$ cat src/rtl/shift_left_seq_32bit.sv
`default_nettype none
// ============================================================================
// Module      : shift_left_seq_32bit
// Description : Multi-cycle logical left shifter, STEP bits per clock, with
//               start/done handshake and sticky shifted-out flag.
// Revision    : 1.0 - initial release
// ============================================================================
module shift_left_seq_32bit #(
    parameter int STEP = 1
) (
    input  logic        clk,
    input  logic        rst_n,
    input  logic        start,
    input  logic [31:0] X,
    input  logic [31:0] Y,
    output logic [31:0] Z,
    output logic        lost,
    output logic        busy,
    output logic        done
);

    typedef enum logic [1:0] {
        S_IDLE  = 2'd0,
        S_SHIFT = 2'd1,
        S_DONE  = 2'd2
    } state_t;

    localparam logic [4:0] C_STEP = 5'(STEP);

    state_t      state_q;
    logic [31:0] acc_q;
    logic [4:0]  cnt_q;
    logic        lost_acc_q;
    logic [31:0] z_q;
    logic        lost_q;
    logic        busy_q;
    logic        done_q;

    logic [4:0]  w_k;
    logic [63:0] w_wide;
    logic [31:0] w_shifted;
    logic        w_out;
    logic [4:0]  w_cnt_d;
    logic        w_lost_d;

    // The upper half of the widened shift holds exactly the bits pushed past bit 31.
    assign w_k       = (cnt_q < C_STEP) ? cnt_q : C_STEP;
    assign w_wide    = {32'd0, acc_q} << w_k;
    assign w_shifted = w_wide[31:0];
    assign w_out     = |w_wide[63:32];
    assign w_cnt_d   = cnt_q - w_k;
    assign w_lost_d  = lost_acc_q | w_out;

    always_ff @(posedge clk or negedge rst_n) begin
        if (!rst_n) begin
            state_q    <= S_IDLE;
            acc_q      <= 32'd0;
            cnt_q      <= 5'd0;
            lost_acc_q <= 1'b0;
            z_q        <= 32'd0;
            lost_q     <= 1'b0;
            busy_q     <= 1'b0;
            done_q     <= 1'b0;
        end else begin
            done_q <= 1'b0;
            case (state_q)
                S_IDLE: begin
                    if (start) begin
                        acc_q      <= X;
                        lost_acc_q <= 1'b0;
                        busy_q     <= 1'b1;
                        if (Y == 32'd0) begin
                            z_q     <= X;
                            lost_q  <= 1'b0;
                            done_q  <= 1'b1;
                            state_q <= S_DONE;
                        end else if (|Y[31:5]) begin
                            z_q     <= 32'd0;
                            lost_q  <= |X;
                            done_q  <= 1'b1;
                            state_q <= S_DONE;
                        end else begin
                            cnt_q   <= Y[4:0];
                            state_q <= S_SHIFT;
                        end
                    end
                end
                S_SHIFT: begin
                    acc_q      <= w_shifted;
                    lost_acc_q <= w_lost_d;
                    cnt_q      <= w_cnt_d;
                    if (w_cnt_d == 5'd0) begin
                        z_q     <= w_shifted;
                        lost_q  <= w_lost_d;
                        done_q  <= 1'b1;
                        state_q <= S_DONE;
                    end
                end
                S_DONE: begin
                    busy_q  <= 1'b0;
                    state_q <= S_IDLE;
                end
                default: begin
                    busy_q  <= 1'b0;
                    state_q <= S_IDLE;
                end
            endcase
        end
    end

    assign Z    = z_q;
    assign lost = lost_q;
    assign busy = busy_q;
    assign done = done_q;

endmodule
`default_nettype wire

$ cat config.mk
export PLATFORM = sky130hd
export DESIGN_NAME = shift_left_seq_32bit
export DESIGN_NICKNAME = d
export VERILOG_FILES = /design/src/rtl/shift_left_seq_32bit.sv
export SDC_FILE = /design/constraint.sdc
export NUM_CORES = 1
export LEC_CHECK = 0
export CORE_ASPECT_RATIO = 1.75
export CORE_MARGIN = 4
export CORE_UTILIZATION = 35
export CTS_CLUSTER_SIZE = 24
export DETAILED_ROUTE_END_ITERATION = 10
export GPL_ROUTABILITY_DRIVEN = 1
export PLACE_DENSITY = 0.64
export SETUP_SLACK_MARGIN = 0.4
export SYNTH_ARGS = -nofsm -noshare
export SYNTH_HDL_FRONTEND = slang
export SYNTH_SLANG_ARGS = --single-unit
$ cat constraint.sdc
create_clock -name clk -period 2.5 [get_ports clk]
set_input_delay 0.25 -clock clk [delete_from_list [all_inputs] [get_ports clk]]
set_output_delay 0.25 -clock clk [all_outputs]
set_load 0.1 [all_outputs]
## After elaboration in Yosys (flattened, before gate mapping)

Index checks and enable logic that the tools add are counted.

- $add $sub $neg: 1
- Order comparisons: 1
- Equal/unequal tests: 6
- Shift operators: 1
- Muxes and demuxes: 31
- Bitwise operators: 2
- Reductions and logical operators: 12

Operators with widths:

| kind | count |
|---|---|
| $mux 32 | 5 |
| $pmux 32 s2 | 2 |
| $reduce_or 32->1 | 2 |
| $shl 32x5->64 | 1 |
| $logic_not 32->1 | 1 |
| $reduce_or 27->1 | 1 |
| $mux 5 | 4 |
| $mux 1 | 10 |
| $pmux 5 s2 | 1 |
| $mux 2 | 4 |
| $ne 2x2->1 const B | 4 |
| $pmux 1 s2 | 4 |
| $reduce_and 4->1 | 2 |
| $reduce_and 2->1 | 3 |
| $logic_not 5->1 | 1 |
| $lt 5x1->1 const B | 1 |
| $sub 5x5->5 | 1 |
| $pmux 2 s2 | 1 |
| $ne 3x3->1 const B | 1 |
| $eq 2x1->1 const B | 1 |
| $logic_not 2->1 | 1 |
| $reduce_bool 2->1 | 1 |
| $not 1->1 | 1 |
| $or 1x1->1 | 1 |

- Bits in registers: 75
- Input port bits: 67
- Output and inout port bits: 35

## Longest topological paths before layout

Gate-level depths: netlist of run 1.

- Depth after elaboration: 7
- Mapped depth: 10
- Mapped depth without buffers: 9

## Worst setup path before layout of run 1

OpenSTA, ideal clock, no wires.

- Path kind: register to register
- Start point: reg cnt_q[2]
- End point: reg lost_q (netlist: lost)
- Library setup time: 0.129 ns
- Arrival: 1.990 ns
- Data required time: 2.371 ns
- Path slack: 0.381 ns
- Cell stages (with the launch flop): 11
- Period minus slack after synthesis: 2.119 ns
- Cell sequence: dfrtp_1 > or2_1 > o31ai_1 > ha_1 > inv_1 > a211oi_1 > nand2_1 > o21ai_1 > buf_4 > buf_4 > a31oi_1

- Cells in the longest elaborated chain, start to end: 7
- Elaborated cells on any way between the ends: 11
- Those cells by class: 1 x add/sub; 1 x order compare; 1 x eq/ne; 1 x shift; 3 x mux; 1 x bitwise; 3 x reduce/logical

Ends and longest elaborated chain:

| element | line | source |
|---|---|---|
| start, declared | 32 | `logic [4:0] cnt_q;` |
| start signal, assigned | 83 | `cnt_q <= Y[4:0];` |
| start signal, assigned | 91 | `cnt_q <= w_cnt_d;` |
| $lt 5x1->1 | 47 | `assign w_k = (cnt_q < C_STEP) ? cnt_q : C_STEP;` |
| $mux 5 | 47 |  |
| $shl 32x5->64 | 48 | `assign w_wide = {32'd0, acc_q} << w_k;` |
| $reduce_or 32->1 | 50 | `assign w_out = \|w_wide[63:32];` |
| $or 1x1->1 | 52 | `assign w_lost_d = lost_acc_q \| w_out;` |
| $mux 1 | 92 | `if (w_cnt_d == 5'd0) begin` |
| $pmux 1 s2 | 66 | `case (state_q)` |
| end signal, assigned | 79 | `lost_q <= \|X;` |
| end signal, assigned | 94 | `lost_q <= w_lost_d;` |
| end, declared | 35 | `logic lost_q;` |

Several ways; a longest one is shown, not always the timed one. The select of a mux whose other input is x is not followed.
A chain may end at the register's enable or synchronous reset.

## Final worst setup path of run 1

- Start point: reg cnt_q[3]
- End point: reg z_q[4] (netlist: Z[4])

- Cells in the longest elaborated chain, start to end: 6
- Elaborated cells on any way between the ends: 9
- Those cells by class: 1 x add/sub; 1 x order compare; 1 x eq/ne; 1 x shift; 3 x mux; 2 x reduce/logical

Ends and longest elaborated chain:

| element | line | source |
|---|---|---|
| $lt 5x1->1 | 47 |  |
| $mux 5 | 47 |  |
| $sub 5x5->5 | 51 | `assign w_cnt_d = cnt_q - w_k;` |
| $logic_not 5->1 | 92 |  |
| $ne 2x2->1 (no source line) | -- |  |
| $reduce_and 4->1 (no source line) | -- |  |
| end signal, assigned | 93 | `z_q <= w_shifted;` |
| end, declared | 34 | `logic [31:0] z_q;` |

Several ways; a longest one is shown, not always the timed one. The select of a mux whose other input is x is not followed.

==> results of run 1 <==
-- where the power goes --
group	switching (uW)	total (uW)	leakage (uW)	internal, uW
Clock	499	1350	0.000155	851
Sequential	101	1460	0.000899	1360
Combinational	749	1140	0.00122	394
-- cells by family after synthesis --
| kind of cell | count (synthesis) | share of synthesized area (%) |
|---|---|---|
| multiplexers | 63 | 17.1 |
| flip-flops | 75 | 48.0 |
| buffers and inverters | 31 | 4.45 |
| AND/OR/NAND/NOR | 140 | 16.9 |
| adder cells (fa/ha/maj) | 1 | 0.320 |
| AO/OA/AOI/OAI | 89 | 13.1 |
-- routing by layer --
metal	part of all wire, %	vias to the layer above
met3	5.2	22
met2	56	114
met1	37	1722
li1	-	1665
met4	2.7	0
met5	0	-
-- metrics by stage --
step           setup slack (ps)  hold slack, ps
3_3_place_gp                145             458
2_1_floorplan               433           -45.6
4_1_cts                     275             107
3_5_place_dp               82.8             465
5_1_grt                     225             125
6_report                    296            53.8
-- Yosys cell counts (all sizes together) (2+ instances only) --
| cell | n |
|---|---|
| a21oi | 7 |
| a31oi | 32 |
| buf | 20 |
| clkbuf | 6 |
| dfrtp | 75 |
| inv | 5 |
| mux2 | 31 |
| mux2i | 32 |
| nand2 | 71 |
| nand3 | 2 |
| nand4 | 3 |
| nor2 | 36 |
| nor3 | 3 |
| nor4 | 16 |
| o211ai | 3 |
| o21ai | 41 |
| o22a | 2 |
| or3 | 2 |
| or4 | 2 |
-- critical path: stages (launching register included) --
cell and delay (ps):
dfrtp_1 390, or2_4 270, o31ai_4 200, ha_2 230, inv_2 50, a211oi_4 210, nand2_2 110, o21ai_4 160
buf_6 180, clkbuf_16 150, nor2_1 40, a31oi_1 130
-- registers in the layout (all words and copies together), names as in the netlist --
register,cells
cnt_q,5
state_q,2
acc_q,32
done,1
lost_acc_q,1
Z,32
lost,1
busy,1
-- final timing paths --
path / start / end
worst max-delay path: cnt_q[3] / Z[4]
worst min-delay path: rst_n / Z[28]
worst max register to register: cnt_q[3] / Z[4]
worst min register to register: lost_acc_q / lost_acc_q
max in group asynchronous: rst_n / Z[11]
min in group clk: lost_acc_q / lost_acc_q
-- timing repair --
action / in CTS / in global routing
endpoints found under the hold margin: 0 / 0
cloned: 2 / 6
gates resized for setup: 9 / 15
buffers inserted: 7 / 6
pin swaps: 4 / 2
endpoints found under the setup margin: 34 / 34
-- layout make-up --
cell class / count / area, sq um
clock inverter: 4 / 47.5
timing repair buffer: 130 / 1340
sequential: 75 / 1880
multi-input combinational: 293 / 2010
inverter: 5 / 18.8
fill: 996 / 5100
tap: 130 / 163
clock buffer: 12 / 267
==> results by group, run 1 <==
Clock network
  – CTS tree: yes
  – H-tree depth: 3
  – Clock root buffer: clkbuf_16
  – CTS max path bufs: 2
  – Reg clk slew, reported paths: 60 ps
  – Clock sinks: 75
  – Clock Latency Late Sink: 330 ps
  – CTS Hold Bufs: 0
  – CTS Buf Count: 9

STA
  – Period utilization: 88.1%
  – Measured slew at the worst slew-check pin: 980 ps
  – Slew margin rel.: 34.7%
  – F_max: 454 MHz
  – RSZ-0062 raised after global routing: true
  – Post-route setup TNS: 0 ps
  – Final Hold Vio Count: 0
  – Final setup viols: 0
  – Period minus WS final: 2200 ps
  – Fin. max-slew vios: 0
  – Setup Skew: 6.61 ps

Global routing
  – GRT overflow: 0
  – Largest net degree at the start of global routing: 76
  – GRT busiest layer: met2
  – Met1 Use GR: 18.2%
  – Antenna violations before repair: 0
  – First-pass GRT wire length: 17200 um
  – Number of global-route vias before repair: 3496
  – Met3 GRT Util: 3.90%
  – Total track usage: 17.2%
  – GR Util met2: 32.0%

Layout
  – Commonest cells after routing, fill and taps aside: dfrtp_1 (75), nand2_1 (70), clkdlybuf4s50_1 (65), buf_4 (49), o21ai_0 (39)
  – Area Overhead vs Synth: 46.4%
  – Finished Cell Area: 0.00572 sq mm
  – Final Core Density: 52.9%
  – Most common cell after layout, fill and taps aside: dfrtp_1
  – Ant diodes: 0
  – Final non-filler cell total: 649
  – Fraction of layout cells with a size suffix above 1: 25.8%
  – Nets: 582

Worst hold path
  – HP Class: input port to asynchronous set/reset pin

Yosys
  – EDFF count, synth: 0
  – Post-Syn Area: 0.00391 sq mm
  – Main synth FF type: dfrtp_1
  – Yosys top cell by area: dfrtp_1
  – Syn Inst Count: 399
  – Yosys cell types: 41
  – Avg Inst Size Synth: 9.79 sq um
  – #FFs+latches synth: 75
  – Synth warnings: 0
  – Register area share after synthesis: 48.0%
  – Synth top area share: 48.0%
  – Ys async rst share: 100%
  – Synth area leaders: dfrtp_1 (48%), mux2i_1 (8.2%), mux2_2 (7.8%)
  – Syn_nets: 467

Status
  – Status: finished, final reports clean

Critical path
  – WP data required: 2750 ps
  – R2r worst-path depth: 11
  – Crit path kind: flip-flop to flip-flop
  – Max Fanout on Critical Path: 5
  – CP Capture Type: flip-flop
  – Setup crit start kind: flip-flop
  – Crit path DAT: 2450 ps
  – Worst reg-to-reg setup slack: 300 ps

Die
  – Io pins: 102
  – # rows: 50
  – Die Footprint: 0.0130 sq mm
  – Die width: 87.9 um
  – Die height: 148 um
  – Core area: 0.0108 sq mm
  – Initial Util: 36.1%

Detailed routing
  – DR WL/cell: 18.0 um
  – DR vias/cell: 5.43
  – Final wirelength: 11700 um
  – Initial drt markers: 191
  – # DRC: 0
  – Vias: 3523
  – Detail Route Antenna Nets: 0
  – DRT Pass-1 Iters: 5

Power and ir drop
  – Leak: 0.00228 uW
  – Power per cell area: 691 mW/mm^2
  – VDD IR-drop max: 0.512 mV
  – Tot Pwr: 3950 uW

Place
  – HPWL after detailed placement: 7600 um
  – Port Buf Inserts: 101
  – Final Wtd Congestion: 0.825
  – Placed cell area: 0.00496 sq mm
  – Inst Count DP: 612

Flow run
  – Max-Cap Viols: 0
Power figures use the tool's default switching activity.
==> run 2: changes to the inputs <==
- SKIP_LAST_GASP: not set -> 1
==> results of run 2 <==
The final DEF is identical to that of run 1; final timing and power are the same.
